<file path="config.mk">
export PLATFORM = sky130hd
export DESIGN_NAME = madd_lpa_pipe
export DESIGN_NICKNAME = d
export VERILOG_FILES = /design/src/rtl/madd_pkg.sv /design/src/rtl/madd_lpa_core.sv /design/src/rtl/madd_lpa_pipe.sv
export SDC_FILE = /design/constraint.sdc
export NUM_CORES = 1
export LEC_CHECK = 0
export ABC_AREA = 1
export ABC_CLOCK_PERIOD_IN_PS = 3600
export CORE_MARGIN = 1.5
export CORE_UTILIZATION = 50
export DETAILED_ROUTE_END_ITERATION = 16
export HOLD_SLACK_MARGIN = 0.12
export PLACE_DENSITY = 0.83
export SYNTH_ARGS = -nofsm -noshare
export SYNTH_HDL_FRONTEND = slang
export SYNTH_HIERARCHICAL = 1
export SYNTH_SLANG_ARGS = --single-unit
</file>
<file path="constraint.sdc">
create_clock -name clk -period 3.6 [get_ports clk]
set_clock_uncertainty 0.2 [all_clocks]
set_input_delay 0.36 -clock clk [delete_from_list [all_inputs] [get_ports clk]]
set_output_delay 0.36 -clock clk [all_outputs]
set_load 0.01 [all_outputs]
</file>
<file path="src/rtl/madd_pkg.sv">
// Shared definitions for the lower-part-OR approximate adder family.
package madd_pkg;

    // Operand width the family is normally built for.
    localparam int unsigned MADD_DEF_WIDTH = 8;

    // Sum (and error) width for a given operand width: one carry bit on top.
    function automatic int unsigned madd_sum_w(input int unsigned width);
        return width + 1;
    endfunction

    // Per-transaction result at the default operand width.
    typedef struct packed {
        logic [MADD_DEF_WIDTH:0] sum;
        logic [MADD_DEF_WIDTH:0] err;
        logic                    viol;
    } madd_result_t;

endpackage

</file>
<file path="src/rtl/madd_lpa_core.sv">
// Combinational core: exact sum, lower-part-OR approximate sum and their
// absolute difference. No state; also used standalone by the XPAT flow.
module madd_lpa_core #(
    parameter int unsigned WIDTH       = 8,
    parameter int unsigned APPROX_BITS = 3
) (
    input  logic [WIDTH-1:0] i_a,
    input  logic [WIDTH-1:0] i_b,
    output logic [WIDTH:0]   o_exact,
    output logic [WIDTH:0]   o_approx,
    output logic [WIDTH:0]   o_err
);

    assign o_exact = {1'b0, i_a} + {1'b0, i_b};

    generate
        if (APPROX_BITS == 0) begin : g_exact
            // Nothing approximated: both sums coincide.
            assign o_approx = o_exact;
        end else if (APPROX_BITS == WIDTH) begin : g_full
            // Whole operand ORed; the only upper bit left is the MSB carry guess.
            assign o_approx = {i_a[WIDTH-1] & i_b[WIDTH-1], i_a | i_b};
        end else begin : g_split
            localparam int unsigned HW = WIDTH - APPROX_BITS;
            logic          w_c;
            logic [HW:0]   w_hi;
            // Carry into the exact part is guessed from the top approximated bit pair.
            assign w_c  = i_a[APPROX_BITS-1] & i_b[APPROX_BITS-1];
            assign w_hi = {1'b0, i_a[WIDTH-1:APPROX_BITS]}
                        + {1'b0, i_b[WIDTH-1:APPROX_BITS]}
                        + {{HW{1'b0}}, w_c};
            assign o_approx = {w_hi, i_a[APPROX_BITS-1:0] | i_b[APPROX_BITS-1:0]};
        end
    endgenerate

    assign o_err = (o_exact >= o_approx) ? (o_exact - o_approx) : (o_approx - o_exact);

endmodule

</file>
<file path="src/rtl/madd_lpa_pipe.sv">
// Two-stage pipelined approximate adder with error monitor and statistics.
// Handshake: a transfer happens on a cycle where valid && ready are both high;
// valid never depends on ready, and out_* are held while out_valid && !out_ready.
module madd_lpa_pipe
    import madd_pkg::*;
#(
    parameter int unsigned WIDTH       = MADD_DEF_WIDTH,
    parameter int unsigned APPROX_BITS = 3,
    parameter int unsigned ET          = 2,
    parameter int unsigned CNT_W       = 16
) (
    input  logic                clk,
    input  logic                rst,
    input  logic                in_valid,
    output logic                in_ready,
    input  logic [WIDTH-1:0]    in_a,
    input  logic [WIDTH-1:0]    in_b,
    input  logic                in_mode,
    output logic                out_valid,
    input  logic                out_ready,
    output logic [WIDTH:0]      out_sum,
    output logic [WIDTH:0]      out_err,
    output logic                out_viol,
    input  logic                clr_stats,
    output logic [CNT_W-1:0]    stat_cnt,
    output logic [WIDTH:0]      stat_max,
    output logic                stat_flag
);

    localparam int unsigned      SUM_W   = madd_sum_w(WIDTH);
    localparam logic [SUM_W-1:0] ET_V    = SUM_W'(ET);
    localparam logic [CNT_W-1:0] CNT_MAX = {CNT_W{1'b1}};

    typedef struct packed {
        logic [SUM_W-1:0] sum;
        logic [SUM_W-1:0] err;
        logic             viol;
    } result_t;

    logic             r_s1_valid;
    logic [WIDTH-1:0] r_s1_a;
    logic [WIDTH-1:0] r_s1_b;
    logic             r_s1_mode;
    logic             r_out_valid;
    result_t          r_res;
    logic [CNT_W-1:0] r_stat_cnt;
    logic [SUM_W-1:0] r_stat_max;
    logic             r_stat_flag;

    logic             w_s2_load;
    logic             w_out_hs;
    logic [SUM_W-1:0] w_exact;
    logic [SUM_W-1:0] w_approx;
    logic [SUM_W-1:0] w_err;
    result_t          w_res;
    logic [CNT_W-1:0] w_cnt_base;
    logic [SUM_W-1:0] w_max_base;
    logic             w_flag_base;
    logic [CNT_W-1:0] w_cnt_next;
    logic [SUM_W-1:0] w_max_next;
    logic             w_flag_next;

    assign w_s2_load = !r_out_valid || out_ready;
    assign w_out_hs  = r_out_valid && out_ready;
    assign in_ready  = !r_s1_valid || w_s2_load;

    madd_lpa_core #(
        .WIDTH       (WIDTH),
        .APPROX_BITS (APPROX_BITS)
    ) u_core (
        .i_a      (r_s1_a),
        .i_b      (r_s1_b),
        .o_exact  (w_exact),
        .o_approx (w_approx),
        .o_err    (w_err)
    );

    assign w_res.sum  = r_s1_mode ? w_exact : w_approx;
    assign w_res.err  = w_err;
    assign w_res.viol = (w_err > ET_V);

    // Stage 1: capture operands and mode whenever the stage can move.
    always_ff @(posedge clk or posedge rst) begin
        if (rst) begin
            r_s1_valid <= 1'b0;
            r_s1_a     <= '0;
            r_s1_b     <= '0;
            r_s1_mode  <= 1'b0;
        end else if (in_ready) begin
            r_s1_valid <= in_valid;
            if (in_valid) begin
                r_s1_a    <= in_a;
                r_s1_b    <= in_b;
                r_s1_mode <= in_mode;
            end
        end
    end

    // Stage 2: register the selected sum and error verdict; hold while stalled.
    always_ff @(posedge clk or posedge rst) begin
        if (rst) begin
            r_out_valid <= 1'b0;
            r_res       <= '0;
        end else if (w_s2_load) begin
            r_out_valid <= r_s1_valid;
            if (r_s1_valid) begin
                r_res <= w_res;
            end
        end
    end

    // Statistics next-state: a same-cycle clear wipes the old values before the handshake is recorded.
    always_comb begin
        w_cnt_base  = clr_stats ? '0   : r_stat_cnt;
        w_max_base  = clr_stats ? '0   : r_stat_max;
        w_flag_base = clr_stats ? 1'b0 : r_stat_flag;
        w_cnt_next  = w_cnt_base;
        w_max_next  = w_max_base;
        w_flag_next = w_flag_base;
        if (w_out_hs) begin
            if (r_res.viol && (w_cnt_base != CNT_MAX)) begin
                w_cnt_next = w_cnt_base + CNT_W'(1);
            end
            if (r_res.err > w_max_base) begin
                w_max_next = r_res.err;
            end
            if (r_res.viol) begin
                w_flag_next = 1'b1;
            end
        end
    end

    // Statistics registers.
    always_ff @(posedge clk or posedge rst) begin
        if (rst) begin
            r_stat_cnt  <= '0;
            r_stat_max  <= '0;
            r_stat_flag <= 1'b0;
        end else begin
            r_stat_cnt  <= w_cnt_next;
            r_stat_max  <= w_max_next;
            r_stat_flag <= w_flag_next;
        end
    end

    assign out_valid = r_out_valid;
    assign out_sum   = r_res.sum;
    assign out_err   = r_res.err;
    assign out_viol  = r_res.viol;
    assign stat_cnt  = r_stat_cnt;
    assign stat_max  = r_stat_max;
    assign stat_flag = r_stat_flag;

endmodule

</file>
; Yosys cells after proc, flatten, opt, wreduce, memory -nomap -nowiden
; Cells that the tools add are included.
[totals]
word_cells = 42
in_bits = 22
register_bits = 64
[classes]
n_reduce_logical = 8
n_lt_le_gt_ge = 3
muxes = 11
n_bitwise = 2
n_eq_ne = 1
addsub = 6
[op_table]
columns = cell, n
row1 = 16-bit two-way mux, 3
row2 = 9-bit two-way mux, 5
row3 = 9-bit subtractor, 2
row4 = 16-bit by 1-bit adder with 16-bit output (second input constant), 1
row5 = 16-bit inequality test (second input constant), 1
row6 = 8-bit by 8-bit adder with 9-bit output, 1
row7 = 9-bit >= comparator, 1
row8 = 9-bit by 2-bit > comparator with 1-bit output (second input constant), 1
row9 = 9-bit > comparator, 1
row10 = 5-bit by 5-bit adder with 6-bit output, 1
row11 = 6-bit by 1-bit adder with 6-bit output, 1
row12 = 2-bit AND reduction, 2
row13 = 1-bit two-way mux, 3
row14 = 3-bit bitwise OR, 1
row15 = 1-bit logical AND, 2
row16 = 1-bit zero test, 2
row17 = 1-bit logical OR, 2
row18 = 1-bit AND, 1

; Logic depth before layout (Yosys ltp)
; Gate-level depths: netlist of the first run.
[depth]
ltp_word = 5
depth_mapped = 22

; Hierarchy
; Netlist of the first run, hierarchy kept.
[by_module_without_submodules]
columns = module, area_per_inst_um2, n_inst, seq_area_each_um2, cells_per_inst
row1 = madd_lpa_pipe, 3475.8, 1, 1601.5, 409
row2 = madd_lpa_core, 1609.0, 1, 0.0, 275

; Least setup slack after synthesis of the first run
; No wires, ideal clock.
[synth_path]
path_kind = register to register
startpoint = register r_s1_a[0]
endpoint = register r_res, in the netlist out_viol
required_time_ns = 3.270
slack_ns = 0.201
path_buffers = 0
arrival_ns = 3.068
synth_period_minus_slack_ns = 3.399
path_stages_with_launch = 19
path_cell_list = dfrtp_1 ha_1 inv_1 fa_1 inv_1 a31oi_1 o21ai_0 xor2_1 ha_1 nand2_1 nand2_2 a21oi_4 nand4_4 nand2_1 nand2_1 inv_1 nand3_1 nor4_1 a21oi_1
[synth_between]
elab_chain_cells = 4
[synth_lines]
columns = item, line_no
row1 = from (decl), madd_lpa_pipe.sv:41  ; logic [WIDTH-1:0] r_s1_a;
row2 = from (signal assigned), madd_lpa_pipe.sv:92  ; r_s1_a <= in_a;
row3 = 8-bit by 8-bit adder with 9-bit output / 3-bit bitwise OR (equally long branches), "madd_lpa_core.sv:14, madd_lpa_core.sv:32"
row4 = 9-bit subtractor / 9-bit >= comparator (equally long branches), madd_lpa_core.sv:36  ; assign o_err = (o_exact >= o_approx) ? (o_exact - o_approx) : (o_approx - o_exact);
row5 = 9-bit two-way mux (*), madd_lpa_core.sv:36
row6 = net w_err[0], madd_lpa_pipe.sv:54  ; logic [SUM_W-1:0] w_err;
row7 = 9-bit by 2-bit > comparator with 1-bit output (*), madd_lpa_pipe.sv:80  ; assign w_res.viol = (w_err > ET_V);
row8 = to (signal assigned), madd_lpa_pipe.sv:107  ; r_res <= w_res;
row9 = to (decl), madd_lpa_pipe.sv:45  ; result_t r_res;
; Mark *: on every way through the listed nets, which the timed path passes. The rest lies on a longest branch.
; A chain may end at the register's enable or synchronous reset.

; Worst setup path in the final report of the first run
; Ends and elaborated chain as after synthesis.

==> metrics.yaml, run 1 <==
status: "completed"
grt_pass1_wl_microns: 20190
synthAdderAreaFrac: 0.1068
placed_cell_area_sq_mm: 0.005909
final-max-slew-violation-count: 0
synth_cell_types: 39
viasPerCell: 5.147
yosysSeqAreaShare: 0.3150
critPathMaxStageDelay_ns: 0.38
fillers: 833
synthSimpleGateAreaFrac: 0.3209
clock_tree.buffer_depth: 2
min_path_type: "in -> async"
remaining_drc_errors: 0
cts_tree: "done"
cp.required_ns: 3.61
stdcell_area_sq_mm: 0.006355
crit_family: "adder cells"
setup_viol: 0
ys_warn_count: 6
clkSinkCount: 64
cts_root_buffer: "clkbuf_8"
end_kind: "flip-flop"
nNetsFinal: 832
synth_nets: 747
path_class: "reg -> reg"
core-area_sq_mm: 0.009819
n_antenna_cell: 0
tightestPinTransition_ns: 0.7843
gp_congestion: 0.9453
rows: 36
cap_violations: 0
period_needed_ns: 3.475
grt_usage: 0.2267
crit_fanout: 5
ctsHtreeMaxLevel: 3
hold_viol: 0
worst-path-buf-inv: 5
max_slew_margin: 0.4766
io_pins: 69
port_buffers: 68
dieHeight_microns: 103.8
grt.overflow.total: 0
initialDrtViolationCount: 254
rsz0062_at_grt: "yes"
ys_seq_elements: 64
synth-compound-area-share: 0.06275
dr_total_vias: 4668
path_cells: "ha_2, inv_1, fa_2, inv_2, a31oi_4, o21ai_2, xor2_2, ha_4, buf_4, nand2_2, inv_1, a21oi_1, nand2_1, nand2_1, nand2_1, nand2_1, nand2_1, inv_1, nand3_1, nor4_2, a21oi_1"
synth_xor_xnor_area_share: 0.03765
synth_top_family_by_area: "simple AND/OR/NAND/NOR gates"
crit_path_frequent_cell: "nand2_1"
synth_area_sq_mm: 0.005085
power_density_mw_per_mm2: 883.9
hold_buffers: 0
syn_area_per_cell_sq_um: 7.434
arrival_ns: 3.48
leakage_uw: 0.003249
detail-route-antenna-nets: 0
clk_pin_slew_worst_paths_ns: 0.07
grt_pass1_vias: 4570
fin_crit_sh: 0.9652
first_pass_iters: 6
cp_slowest_cell: "dfrtp_1"
ir_worst_vdd_uv: 484.2
hold_slack_ns: 0.1589
synthCells: 684
clock.fmax_mhz: 287.8
wirelength_microns: 12330
hpwlAfterDp_microns: 9446
dieArea_sq_mm: 0.01078
startpoint_type: "flip-flop"
initial_core_util: 0.5178
die_x_microns: 103.8
antenna_found_initial: 0
synth.area.mux_share: 0.03765
area_growth_pct: 24.98
cts_buffers: 9
wire_per_inst_microns: 13.59
grt_max_degree: 41
drive_gt1_frac: 0.1757
insertion_delay_ns: 0.36
## sequential cells by signal, summed over array words and instances, names as in the netlist
register and count:
r_s1_a 8, out_valid 1, out_viol 1, r_s1_b 8, out_err 9, stat_flag 1, r_s1_mode 1, out_sum 9
stat_cnt 16, r_s1_valid 1, stat_max 9
## routing by layer
layer	up-vias	track usage	share of wire
met3	18	0.03776	0.056
met5	-	0	0
met1	2194	0.2695	0.42
met4	0	0.06845	0.016
li1	2302	-	-
met2	154	0.4163	0.51
## cells in the final DEF (no fill, tap or decap), types with 4 or more instances in the layout
| master | Yosys | layout |
|---|---|---|
| nand3_2 | 6 | 6 |
| nand2_2 | 11 | 12 |
| dfrtp_1 | 64 | 64 |
| nand3_4 | 4 | 4 |
| o21ai_0 | 30 | 28 |
| xor2_1 | 16 | 11 |
| nor2_1 | 18 | 18 |
| a21oi_1 | 16 | 14 |
| inv_1 | 120 | 113 |
| ha_4 | 0 | 4 |
| buf_4 | 2 | 20 |
| nor2_4 | 9 | 9 |
| xor2_2 | 1 | 5 |
| nand4_1 | 15 | 15 |
| nor2_2 | 7 | 7 |
| ha_1 | 37 | 29 |
| clkbuf_8 | 0 | 10 |
| inv_2 | 5 | 11 |
| nand3_1 | 43 | 43 |
| clkdlybuf4s50_1 | 0 | 68 |
| nand2_1 | 220 | 218 |
| mux2_2 | 17 | 17 |
| ha_2 | 0 | 4 |
## final cells by class
| type | count | area [sq um] | share of cell area |
|---|---|---|---|
| clock buffers | 10 | 137.6 | 0.02166 |
| clock inverters | 6 | 67.56 | 0.01063 |
| inverters | 129 | 489.2 | 0.07698 |
| multi-input cells | 476 | 3050 | 0.4800 |
| flip-flops and latches | 64 | 1602 | 0.2520 |
| well taps | 133 | 166.4 | 0.02619 |
| repair buffers | 89 | 842.1 | 0.1325 |
## power breakdown
group	leakage, uW	internal [uW]	switching (uW)
registers	0.000808	897	156
clock network	0.0000989	341	304
logic	0.00234	1640	2280
total	0.00325	2870	2740
## through the flow
step,power [uW],TNS [ns],utilization,setup WS [ns],instances
6_report,5617,0,0.6472,0.1251,907
5_1_grt,6107,-0.07358,0.6472,-0.07358,907
4_1_cts,5166,0,0.6254,0.04885,899
3_5_place_dp,4461,-0.1025,0.6018,-0.1025,883
3_3_place_gp,4361,0,0.6018,0.01974,883
2_1_floorplan,3508,0,-,0.2015,684
## logic make-up after synthesis
| family | count (synthesis) |
|---|---|
| buf+inv | 144 |
| fa+ha+maj | 41 |
| compound gates | 56 |
| flops | 64 |
| mux | 17 |
| simple gates | 341 |
| xor+xnor | 21 |
## final timing paths
check | startpoint | to | slack [ns] | depth (start not counted)
worst max register to register | r_s1_a[0] | out_viol | 0.13 | 21
worst min-delay path | rst | out_sum[2] | 0.16 | 2
worst min register to register | out_sum[8] | out_sum[8] | 0.29 | 2
worst max-delay path | r_s1_a[0] | out_viol | 0.13 | 21
min in group clk | out_sum[8] | out_sum[8] | 0.29 | 2
max in group asynchronous | rst | stat_max[4] | 2.12 | 3
## cell usage after synthesis, drive strengths merged
cell | n | area share
xor2 | 17 | 0.031
clkbuf | 5 | 0.0037
ha | 37 | 0.091
o21bai | 4 | 0.0066
a21oi | 17 | 0.019
a31oi | 1 | 0.0012
nor2 | 34 | 0.042
o21a | 2 | 0.0030
dfrtp | 64 | 0.31
nor4 | 1 | 0.0012
o211ai | 1 | 0.0025
nand2 | 232 | 0.18
nand3 | 53 | 0.068
xnor2 | 4 | 0.0069
clkinv | 3 | 0.0022
nand4 | 17 | 0.027
buf | 10 | 0.020
mux2 | 17 | 0.038
nor3 | 4 | 0.0049
o21ai | 31 | 0.031
fa | 4 | 0.016
inv | 126 | 0.094
## timing repair
item                                    4_1_cts  5_1_grt
buffers inserted                              0        8
pin swaps                                     1       21
endpoints found under the setup margin        1        4
gates resized for setup                       8       33
(Power assumes the default switching activity.)
==> inputs of run 2 (changes only) <==
- SKIP_CTS_REPAIR_TIMING: unset -> 1
==> run 2 against run 1 <==
Net effect:
- cell count shrank 0.11%
- clock power is essentially flat
- wire length increased by 1.2%
- sequential power about the same
- total power up 2.5%
- critical path depth down 5
- register-to-register slack worse by 0.02 ns
- global-route usage fell by 0.091 points
- design area rose by 1.0%
- sequential share of layout area is 0.26 points lower
- critical endpoint unchanged
==> metrics.yaml, run 2 (synthesis results as in run 1) <==
status: "completed"  # unchanged
dieHeight_microns: 103.8  # unchanged
dieArea_sq_mm: 0.01078  # unchanged
crit_path_frequent_cell: "nand2_1"  # unchanged
fillers: 824  # was 833
tightestPinTransition_ns: 0.7785  # was 0.7843 ns
cp_slowest_cell: "ha_1"  # was dfrtp_1
reg2reg_slack_ns: 0.11  # was 0.13 ns
max_slew_margin: 0.4805  # was 0.4766
initialDrtViolationCount: 237  # was 254
layout_common_cells: "nand2_1 (216), inv_1 (111), clkdlybuf4s50_1 (68), dfrtp_1 (64), nand3_1 (41)"  # was nand2_1 (218), inv_1 (113), clkdlybuf4s50_1 (68), dfrtp_1 (64), nand3_1 (43)
setup_viol: 0  # unchanged
rr_endpoint: "out_viol"  # unchanged
initial_core_util: 0.5178  # unchanged
period_needed_ns: 3.491  # was 3.475 ns
clkSinkCount: 64  # unchanged
crit_fanout: 8  # was 5
wl_met2_microns: 6373  # was 6321 microns
wire_per_inst_microns: 13.77  # was 13.59 microns
hold_viol: 0  # unchanged
drt-met1-wl_microns: 5186  # was 5119 microns
power_uw: 5758  # was 5617 uW
clock_tree.buffer_depth: 2  # unchanged
wirelength_microns: 12480  # was 12,330 microns
grt_usage: 0.2258  # was 0.2267
end_kind: "flip-flop"  # unchanged
rsz0062_at_grt: "yes"  # unchanged
gp_congestion: 0.9453  # unchanged
ir_worst_vdd_uv: 459.0  # was 484.2 uV
io_pins: 69  # unchanged
path_cells: "ha_1, nand2_1, nor3_1, nand2_1, nand2_1, inv_1, ha_1, nand2_1, nand2_1, a21oi_4, nand4_4, buf_6, nand2_1, nand2_1, nor4_2, a21oi_1"  # was ha_2, inv_1, fa_2, inv_2, a31oi_4, o21ai_2, xor2_2, ha_4, buf_4, nand2_2, inv_1, a21oi_1, nand2_1, nand2_1, nand2_1, nand2_1, nand2_1, inv_1, nand3_1, nor4_2, a21oi_1
timing.rr.start: "r_s1_a[5]"  # was r_s1_a[0]
top_layer: "met4"  # unchanged
viasPerCell: 5.194  # was 5.147
rows: 36  # unchanged
dr_total_vias: 4706  # was 4,668
cts_buffers: 9  # unchanged
cap_violations: 0  # unchanged
arrival_ns: 3.50  # was 3.48 ns
n_antenna_cell: 0  # unchanged
clk_pin_slew_worst_paths_ns: 0.08  # was 0.07 ns
drive_gt1_frac: 0.1889  # was 0.1757
grt_pass1_wl_microns: 20100  # was 20,190 microns
insertion_delay_ns: 0.36  # about the same
post-route-util: 0.6539  # was 0.6472
cts_root_buffer: "clkbuf_8"  # unchanged
final-max-slew-violation-count: 0  # unchanged
met3_length_microns: 695  # was 693 microns
nNetsFinal: 831  # was 832
final_common_cell: "nand2_1"  # unchanged
clock.fmax_mhz: 286.5  # was 287.8 MHz
detail-route-antenna-nets: 0  # unchanged
ctsHtreeMaxLevel: 3  # unchanged
antenna_found_initial: 0  # unchanged
port_buffers: 68  # unchanged
cp.required_ns: 3.61  # about the same
fin_crit_sh: 0.9696  # was 0.9652
die_x_microns: 103.8  # unchanged
hpwlAfterDp_microns: 9446  # unchanged
power_density_mw_per_mm2: 896.7  # was 883.9 mW/mm^2
leakage_uw: 0.003270  # was 0.003249 uW
core-area_sq_mm: 0.009819  # unchanged
first_pass_iters: 5  # was 6
rr_worst_depth: 16  # was 21
startpoint_type: "flip-flop"  # unchanged
cts_tree: "done"  # unchanged
min_path_type: "in -> async"  # unchanged
remaining_drc_errors: 0  # unchanged
largest_reg_flops: 16  # unchanged
area_growth_pct: 26.28  # was 24.98%
grt.overflow.total: 0  # unchanged
path_class: "reg -> reg"  # unchanged
critPathMaxStageDelay_ns: 0.43  # was 0.38 ns
grt_pass1_vias: 4567  # was 4,570
setup_tns_ns: 0  # unchanged
grt_max_degree: 41  # unchanged
run 2: cell count changes in the layout (fill, tap and decap cells not counted), sizes merged:
cell | previous run | this run
buf | 21 | 20
inv | 127 | 129
clkinv | 5 | 3
run 2: layout make-up:
| cell class | count | area [sq um] | share of cell area |
|---|---|---|---|
| timing repair buffer | 88 | 834.6 | 0.1300 |
| sequential | 64 | 1602 | 0.2494 |
| inverter | 129 | 489.2 | 0.07619 |
| clock buffer | 10 | 137.6 | 0.02143 |
| tap | 133 | 166.4 | 0.02592 |
| clock inverter | 6 | 67.56 | 0.01052 |
| multi-input combinational | 476 | 3124 | 0.4866 |
run 2: worst max path at each step:
stage                          from        to  slack [ns]  cells after the start
after floorplan           r_s1_a[0]  out_viol        0.20                     18
after global placement    r_s1_a[2]  out_viol        0.02                     18
after detailed placement  r_s1_a[0]  out_viol       -0.10                     18
after CTS                 r_s1_a[0]  out_viol       -0.13                     18
after global routing      r_s1_a[2]  out_viol       -0.08                     18
final                     r_s1_a[5]  out_viol        0.11                     16
run 2: critical path: cells and delay by family, from the launching register on:
family | cells | cell delay [ns]
DFF | 1 | 0.38
and+or+nand+nor | 10 | 1.55
adders and majority gates | 2 | 0.76
buffers and inverters | 2 | 0.21
AOI/OAI and AO/OA | 2 | 0.24
run 2: per-layer routing:
layer | track usage | vias up
met5 | 0 | -
met4 | 0.07143 | 0
met3 | 0.03839 | 22
met2 | 0.4134 | 166
met1 | 0.2676 | 2220
li1 | - | 2298
run 2: power by group:
group	internal, uW	switching [uW]	total (uW)
registers	898	156	1050
clock network	341	302	643
logic	1680	2380	4060
run 2: metrics by stage:
stage                     std cells  worst slack (ns)  area (sq um)  hold slack (ns)
final                           906            0.1093          6421           0.1541
after global routing            906          -0.08174          6421           0.2052
after CTS                       899           -0.1308          6115           0.1738
after detailed placement        883           -0.1025          5909           0.2802
after global placement          883           0.01974          5909           0.2727
after floorplan                 684            0.2015          5085           0.2835
